<file path="config.mk">
export PLATFORM = sky130hd
export DESIGN_NAME = vga_capture
export DESIGN_NICKNAME = d
export VERILOG_FILES = /design/src/rtl/vga_pkg.sv /design/src/rtl/vga_sync_edge.sv /design/src/rtl/vga_capture.sv
export SDC_FILE = /design/constraint.sdc
export NUM_CORES = 1
export LEC_CHECK = 0
export BUFFER_PORTS_ARGS = -buffer_cell sky130_fd_sc_hd__clkbuf_2
export CAP_MARGIN = 0
export CORE_MARGIN = 3
export CORE_UTILIZATION = 55
export DETAILED_ROUTE_END_ITERATION = 10
export PLACE_DENSITY = 0.83
export SLEW_MARGIN = 40
export SYNTH_ARGS = -nofsm -noshare
export SYNTH_HDL_FRONTEND = slang
export SYNTH_SLANG_ARGS = --single-unit
</file>
<file path="constraint.sdc">
create_clock -name clk -period 5.48 [get_ports clk]
set_clock_uncertainty 0.1 [all_clocks]
set_input_delay 0.274 -clock clk [delete_from_list [all_inputs] [get_ports clk]]
set_output_delay 0.274 -clock clk [all_outputs]
set_load 0.005 [all_outputs]
</file>
<file path="src/rtl/vga_pkg.sv">
// ---------------------------------------------------------------------------
// vga_pkg
// Shared definitions for the VGA capture path:
//   - 640x480 @ 800x525 timing constants (active, porches, sync widths)
//   - CNT_W: width of the horizontal/vertical position counters
//   - cap_state_t: capture FSM states
// ---------------------------------------------------------------------------
package vga_pkg;

   localparam int H_ACTIVE = 640;
   localparam int H_FP     = 16;
   localparam int H_SYNC   = 96;
   localparam int H_BP     = 48;
   localparam int V_ACTIVE = 480;
   localparam int V_FP     = 10;
   localparam int V_SYNC   = 2;
   localparam int V_BP     = 33;

   // Position counters saturate at 2^CNT_W-1.
   localparam int CNT_W    = 12;

   typedef enum logic [2:0] {
      IDLE,
      ARM,
      SYNC,
      ACTIVE,
      DONE
   } cap_state_t;

endpackage

</file>
<file path="src/rtl/vga_sync_edge.sv">
// ---------------------------------------------------------------------------
// vga_sync_edge
// Two-flop sampler for one sync line plus assertion/deassertion edge flags.
// Ports:
//   clk, rst_n     pixel clock, async active-low reset
//   sync_raw       raw sync input from the generator
//   asserted       first sampled stage (s1) is at the asserted level
//   assert_edge    s2 deasserted, s1 asserted
//   deassert_edge  s2 asserted, s1 deasserted
// SYNC_POL gives the asserted level (0 = active-low).
// ---------------------------------------------------------------------------
module vga_sync_edge #(
   parameter bit SYNC_POL = 1'b0
) (
   input  logic clk,
   input  logic rst_n,
   input  logic sync_raw,
   output logic asserted,
   output logic assert_edge,
   output logic deassert_edge
);

   logic s1, s2;

   // Reset to the idle (deasserted) level so no edge fires out of reset.
   always_ff @(posedge clk or negedge rst_n) begin
      if (!rst_n) begin
         s1 <= ~SYNC_POL;
         s2 <= ~SYNC_POL;
      end else begin
         // NOTE: non-blocking so s2 takes the old s1, forming a real shift.
         s1 <= sync_raw;
         s2 <= s1;
      end
   end

   assign asserted      = (s1 == SYNC_POL);
   assign assert_edge   = asserted  && (s2 != SYNC_POL);
   assign deassert_edge = !asserted && (s2 == SYNC_POL);

endmodule

</file>
<file path="src/rtl/vga_capture.sv">
// ---------------------------------------------------------------------------
// vga_capture
// Samples a VGA Hsync/Vsync/RGB stream, recovers active-area coordinates and
// writes each visible pixel of one complete frame to a frame-buffer port.
// Ports:
//   clk, rst_n          pixel clock, async active-low reset
//   Hsync, Vsync        sync inputs (asserted level = SYNC_POL)
//   R, G, B             8-bit colour inputs
//   cap_start           single-cycle request to capture the next full frame
//   busy                high from accepted cap_start until frame_done
//   wr_en/wr_addr/wr_data  frame-buffer write port, data = {R,G,B}
//   frame_done          one-cycle pulse after the last write
//   err                 sticky timing error, cleared by an accepted cap_start
// ---------------------------------------------------------------------------
module vga_capture #(
   parameter int H_ACTIVE = vga_pkg::H_ACTIVE,
   parameter int H_BP     = vga_pkg::H_BP,
   parameter int V_ACTIVE = vga_pkg::V_ACTIVE,
   parameter int V_BP     = vga_pkg::V_BP,
   parameter bit SYNC_POL = 1'b0,
   parameter int ADDR_W   = 19
) (
   input  logic              clk,
   input  logic              rst_n,
   input  logic              Hsync,
   input  logic              Vsync,
   input  logic [7:0]        R,
   input  logic [7:0]        G,
   input  logic [7:0]        B,
   input  logic              cap_start,
   output logic              busy,
   output logic              wr_en,
   output logic [ADDR_W-1:0] wr_addr,
   output logic [23:0]       wr_data,
   output logic              frame_done,
   output logic              err
);

   import vga_pkg::*;

   localparam logic [CNT_W-1:0]  CNT_MAX  = '1;
   localparam logic [CNT_W-1:0]  H_FIRST  = CNT_W'(H_BP);
   localparam logic [CNT_W-1:0]  H_LAST   = CNT_W'(H_BP + H_ACTIVE - 1);
   localparam logic [CNT_W-1:0]  V_FIRST  = CNT_W'(V_BP);
   localparam logic [CNT_W-1:0]  V_LAST   = CNT_W'(V_BP + V_ACTIVE - 1);
   localparam logic [CNT_W-1:0]  PIX_LINE = CNT_W'(H_ACTIVE);
   localparam logic [ADDR_W-1:0] LINE_A   = ADDR_W'(H_ACTIVE);

   logic h_lvl, h_as, h_de;
   logic v_lvl, v_as, v_de;

   vga_sync_edge #(.SYNC_POL(SYNC_POL)) u_hsync (
      .clk(clk), .rst_n(rst_n), .sync_raw(Hsync),
      .asserted(h_lvl), .assert_edge(h_as), .deassert_edge(h_de)
   );

   vga_sync_edge #(.SYNC_POL(SYNC_POL)) u_vsync (
      .clk(clk), .rst_n(rst_n), .sync_raw(Vsync),
      .asserted(v_lvl), .assert_edge(v_as), .deassert_edge(v_de)
   );

   cap_state_t        state, state_next;
   logic [23:0]       rgb_d1;
   logic [CNT_W-1:0]  hcnt_q, vcnt_q, h_pos, v_pos, pix_cnt;
   logic              v_arm_q, v_arm, line_open;
   logic [ADDR_W-1:0] addr_cnt;
   logic              pix_hit, last_pix;
   logic              wr_fire, short_line, frame_abort, start_ok;

   // Position of the sample currently in s1/rgb_d1. v_arm marks that a
   // Vsync deassertion was seen and the row count restarts on the next
   // Hsync deassertion; until then the row number is stale and no write
   // may happen.
   always_comb begin
      v_arm = v_arm_q | v_de;
      h_pos = h_de ? '0 : ((hcnt_q == CNT_MAX) ? hcnt_q : hcnt_q + 1'b1);
      v_pos = vcnt_q;
      if (h_de)
         v_pos = v_arm ? '0 : ((vcnt_q == CNT_MAX) ? vcnt_q : vcnt_q + 1'b1);
      pix_hit  = (h_pos >= H_FIRST) && (h_pos <= H_LAST) &&
                 (v_pos >= V_FIRST) && (v_pos <= V_LAST) &&
                 !(v_arm && !h_de) && !h_lvl && !v_lvl;
      last_pix = pix_hit && (h_pos == H_LAST) && (v_pos == V_LAST);
   end

   always_ff @(posedge clk or negedge rst_n) begin
      if (!rst_n) state <= IDLE;
      else        state <= state_next;
   end

   always_comb begin
      // NOTE: every output gets a default first so no path infers a latch.
      state_next  = state;
      start_ok    = 1'b0;
      wr_fire     = 1'b0;
      short_line  = 1'b0;
      frame_abort = 1'b0;
      case (state)
         IDLE: if (cap_start) begin
            start_ok   = 1'b1;
            state_next = ARM;
         end
         ARM:  if (v_as) state_next = SYNC;
         SYNC: if (v_de) state_next = ACTIVE;
         ACTIVE: begin
            if (v_as) begin
               frame_abort = 1'b1;
               state_next  = SYNC;
            end else begin
               short_line = h_as && line_open && (pix_cnt != PIX_LINE);
               wr_fire    = pix_hit;
               if (last_pix) state_next = DONE;
            end
         end
         DONE:    state_next = IDLE;
         default: state_next = IDLE;
      endcase
   end

   always_ff @(posedge clk or negedge rst_n) begin
      if (!rst_n) begin
         rgb_d1     <= '0;
         hcnt_q     <= '0;
         vcnt_q     <= '0;
         v_arm_q    <= 1'b0;
         pix_cnt    <= '0;
         line_open  <= 1'b0;
         addr_cnt   <= '0;
         busy       <= 1'b0;
         wr_en      <= 1'b0;
         wr_addr    <= '0;
         wr_data    <= '0;
         frame_done <= 1'b0;
         err        <= 1'b0;
      end else begin
         rgb_d1     <= {R, G, B};
         hcnt_q     <= h_pos;
         vcnt_q     <= v_pos;
         v_arm_q    <= h_de ? 1'b0 : v_arm;
         busy       <= (state_next != IDLE);
         wr_en      <= wr_fire;
         frame_done <= (state == DONE);
         if (wr_fire) begin
            wr_addr <= addr_cnt;
            wr_data <= rgb_d1;
         end

         if (start_ok)                       err <= 1'b0;
         else if (short_line || frame_abort) err <= 1'b1;

         // Running address: a short line skips the unwritten remainder so
         // the next row still starts on a line boundary.
         if (state == SYNC || frame_abort) begin
            addr_cnt  <= '0;
            pix_cnt   <= '0;
            line_open <= 1'b0;
         end else if (short_line) begin
            addr_cnt  <= addr_cnt + LINE_A - ADDR_W'(pix_cnt);
            pix_cnt   <= '0;
            line_open <= 1'b0;
         end else if (wr_fire) begin
            addr_cnt  <= addr_cnt + 1'b1;
            pix_cnt   <= pix_cnt + 1'b1;
            line_open <= 1'b1;
         end else if (h_as) begin
            pix_cnt   <= '0;
            line_open <= 1'b0;
         end
      end
   end

endmodule

</file>
==> impl_metrics.tcl <==
set metrics [dict create \
    rows 41 \
    via_per_inst 5.71 \
    end_kind "flip-flop" \
    ant_nets 0 \
    syn_to_final_growth_pct 18.8 \
    die_width_um 120 \
    track_usage_pct 22.9 \
    nets 935 \
    avgRoutedWirePerCell_um 15.1 \
    ir_worst_vdd_v 0.000280 \
    die_h_um 120 \
    grt_max_degree 75 \
    min_period_ns 3.76 \
    place_hpwl_mm 10.5 \
    async_flop_share_pct 100 \
    port_buffers 75 \
    vias 6004 \
    gp_congestion 0.931 \
    crit_path_end "addr_cnt[17]" \
    antenna_found_initial 0 \
    ctsLongestPathBuffers 2 \
    synth-seq-cells 135 \
    fin_crit_sh_pct 68.6 \
    drive_gt1_share_pct 15.2 \
    grt_pass1_vias 5780 \
    antennaDiodeCount 0 \
    tightest_slew_ns 0.696 \
    coreArea_mm2 0.0127 \
    clockRootBuffer "clkbuf_16" \
    wl_mm 15.9 \
    hold_viol 0 \
    drt-pass1-iter-count 5 \
    die_area_mm2 0.0145 \
    arrival_ns 3.96 \
    overflow 0 \
    clock_latency_ns 0.42 \
    r2r_start "u_hsync.s1" \
    status "finished, final reports clean" \
    clk_pin_slew_ns 0.06 \
    synthCells 773 \
    tns_ns 0 \
    synthesis.area_mm2 0.00720 \
    ys_dominant_reg_cell "dfrtp_1" \
    crit_type "reg2reg" \
    maxSlewViolCount 0 \
    p_leak_nw 4.11 \
    cts_resized 0 \
    ys_warn_count 0 \
    timing.fmax_mhz 266 \
    yosysTopAreaCellShare_pct 45.5 \
    rr_worst_depth 12 \
    synth_area_leaders "dfrtp_1 (46%), nand2_1 (7.4%), ha_1 (6.8%)" \
    initial_utilization_pct 56.6 \
    cts_made_buffers 17 \
    power_mw 2.66 \
    p_per_area_mw_per_mm2 311 \
    r2r-end "addr_cnt[17]" \
    grt_pass1_wl_mm 27.1 \
    worstPathRequired_ns 5.68 \
    drt_first_iter_violations 503 \
    cts_tree "done" \
    regToRegSetupSlack_ns 1.72 \
    cts.htree.levels 4 \
    slew_headroom_pct 53.5 \
    preCtsSetupSlack_ns 1.78 \
    path_max_fanout 53 \
    cp-start-kind "flip-flop" \
    setup_viol 0 \
    rsz0062_at_grt "false" \
    cts_sinks 135 \
    seq_area_frac_synth_pct 47.0 \
    hold_path_class "in2reg" \
    synth_nets 842 \
    setup_ws_ns 1.72 \
    final_common_cell "nand2_1" \
    dpl_cell_area_mm2 0.00768 \
    drc_errors 0 \
    synth.avg_cell_area_um2 9.32 \
    ios 76 \
    maxCapViolCount 0 \
    fin_area_mm2 0.00855 \
    synth_edf_count 0 \
    synth.distinct_cells 71 \
    mostFrequentLayoutCells "nand2_1 (142), dfrtp_1 (131), clkbuf_2 (74)" \
    yosysTopAreaCell "dfrtp_1" \
    crit_start "u_hsync.s1" \
]
-- per-layer routing --
layer / share of wire (%) / routed length [um] / vias to the layer above / global-route usage (%)
li1: - / - / 2941 / -
met1: 46 / 7310 / 2872 / 30.6
met2: 48 / 7570 / 166 / 36.8
met3: 4.7 / 749 / 25 / 5.85
met4: 1.6 / 256 / 0 / 7.44
met5: 0 / 0 / - / 0
-- metrics by stage --
| step | cells | hold slack [ns] | util, % |
|---|---|---|---|
| after floorplan | 773 | -0.122 | - |
| after global placement | 992 | 0.184 | 60.3 |
| after detailed placement | 992 | 0.178 | 60.4 |
| after CTS | 1051 | 0.0171 | 67.2 |
| after global routing | 1051 | 0.0323 | 67.2 |
| final | 1051 | 0.0253 | 67.2 |
-- what timing repair did --
item | in CTS | in global routing
setup endpoints to repair | 0 | 0
buffers inserted | 0 | 0
hold buffers | 27 | 0
endpoints found under the hold margin | 87 | 0
-- final cells by class --
class / instances / area [um^2]
clock buffers: 18 / 429
clock inverters: 14 / 175
fillers: 1002 / 4170
inverters: 42 / 158
multi-input cells: 562 / 3480
flip-flops and latches: 135 / 3380
well taps: 172 / 215
repair buffers: 108 / 713
-- critical path, stage by stage, from the launching register on --
cell and delay, ns:
dfstp_2 0.56, nor2b_1 0.14, buf_4 0.25, o21a_1 0.43, nor4_1 0.11, a311oi_1 0.27
nand3_1 0.18, a211o_1 0.35, nand3_2 0.09, buf_4 0.45, buf_4 0.36, a21oi_1 0.07
a221o_1 0.26
-- synthesized netlist by cell type, drive strengths merged (5+ instances only) --
library cell,instances
and2,9
nor2,66
o21ai,43
and3,12
ha,39
nor4,7
o31ai,6
a22oi,6
clkbuf,13
a41oi,5
a211oi,6
dfrtp,131
buf,21
a2bb2oi,7
nand3,32
a31oi,10
and4,7
nor3,19
mux2i,6
o311a,6
a21oi,18
inv,42
nand4,15
o211ai,5
a21o,6
nor2b,8
nand2,142
xnor2,12
or3,6
xor2,7
-- power breakdown --
part           switching, mW  leakage [nW]  internal, mW
Sequential            0.0583          1.79          1.04
Combinational          0.239          2.04         0.160
Clock                  0.443         0.287         0.719
Total                  0.740          4.11          1.92
-- how the worst min path moves through the flow --
| stage | endpoint | start | slack, ns | cells after the start |
|---|---|---|---|---|
| 3_3_place_gp | hcnt_q[5] | rst_n | 0.18 | 1 |
| 4_1_cts | err | cap_start | 0.02 | 2 |
| 5_1_grt | err | cap_start | 0.03 | 2 |
| 2_1_floorplan | addr_cnt[0] | rst_n | -0.12 | 0 |
| 6_report | err | cap_start | 0.03 | 2 |
| 3_5_place_dp | hcnt_q[5] | rst_n | 0.18 | 1 |
-- sequential cells by signal, indices dropped and copies added (netlist names) --
| signal | cells |
|---|---|
| pix_cnt | 12 |
| wr_en | 1 |
| busy | 1 |
| err | 1 |
| hcnt_q | 12 |
| u_vsync.s1 | 1 |
| vcnt_q | 12 |
| rgb_d1 | 24 |
| state | 3 |
| wr_data | 24 |
| u_vsync.s2 | 1 |
| wr_addr | 19 |
| v_arm_q | 1 |
| addr_cnt | 19 |
| line_open | 1 |
| u_hsync.s1 | 1 |
| frame_done | 1 |
| u_hsync.s2 | 1 |
-- cells by family after synthesis --
logic type	Yosys count	share of synthesized area, %
and+or+nand+nor	336	22.1
AOI/OAI and AO/OA	161	16.0
DFF	135	47.0
buffers and inverters	76	4.73
adders and majority gates	40	7.05
xor gates and xnor gates	19	2.31
muxes	6	0.834
No activity file was read; power rests on OpenSTA's default activity.
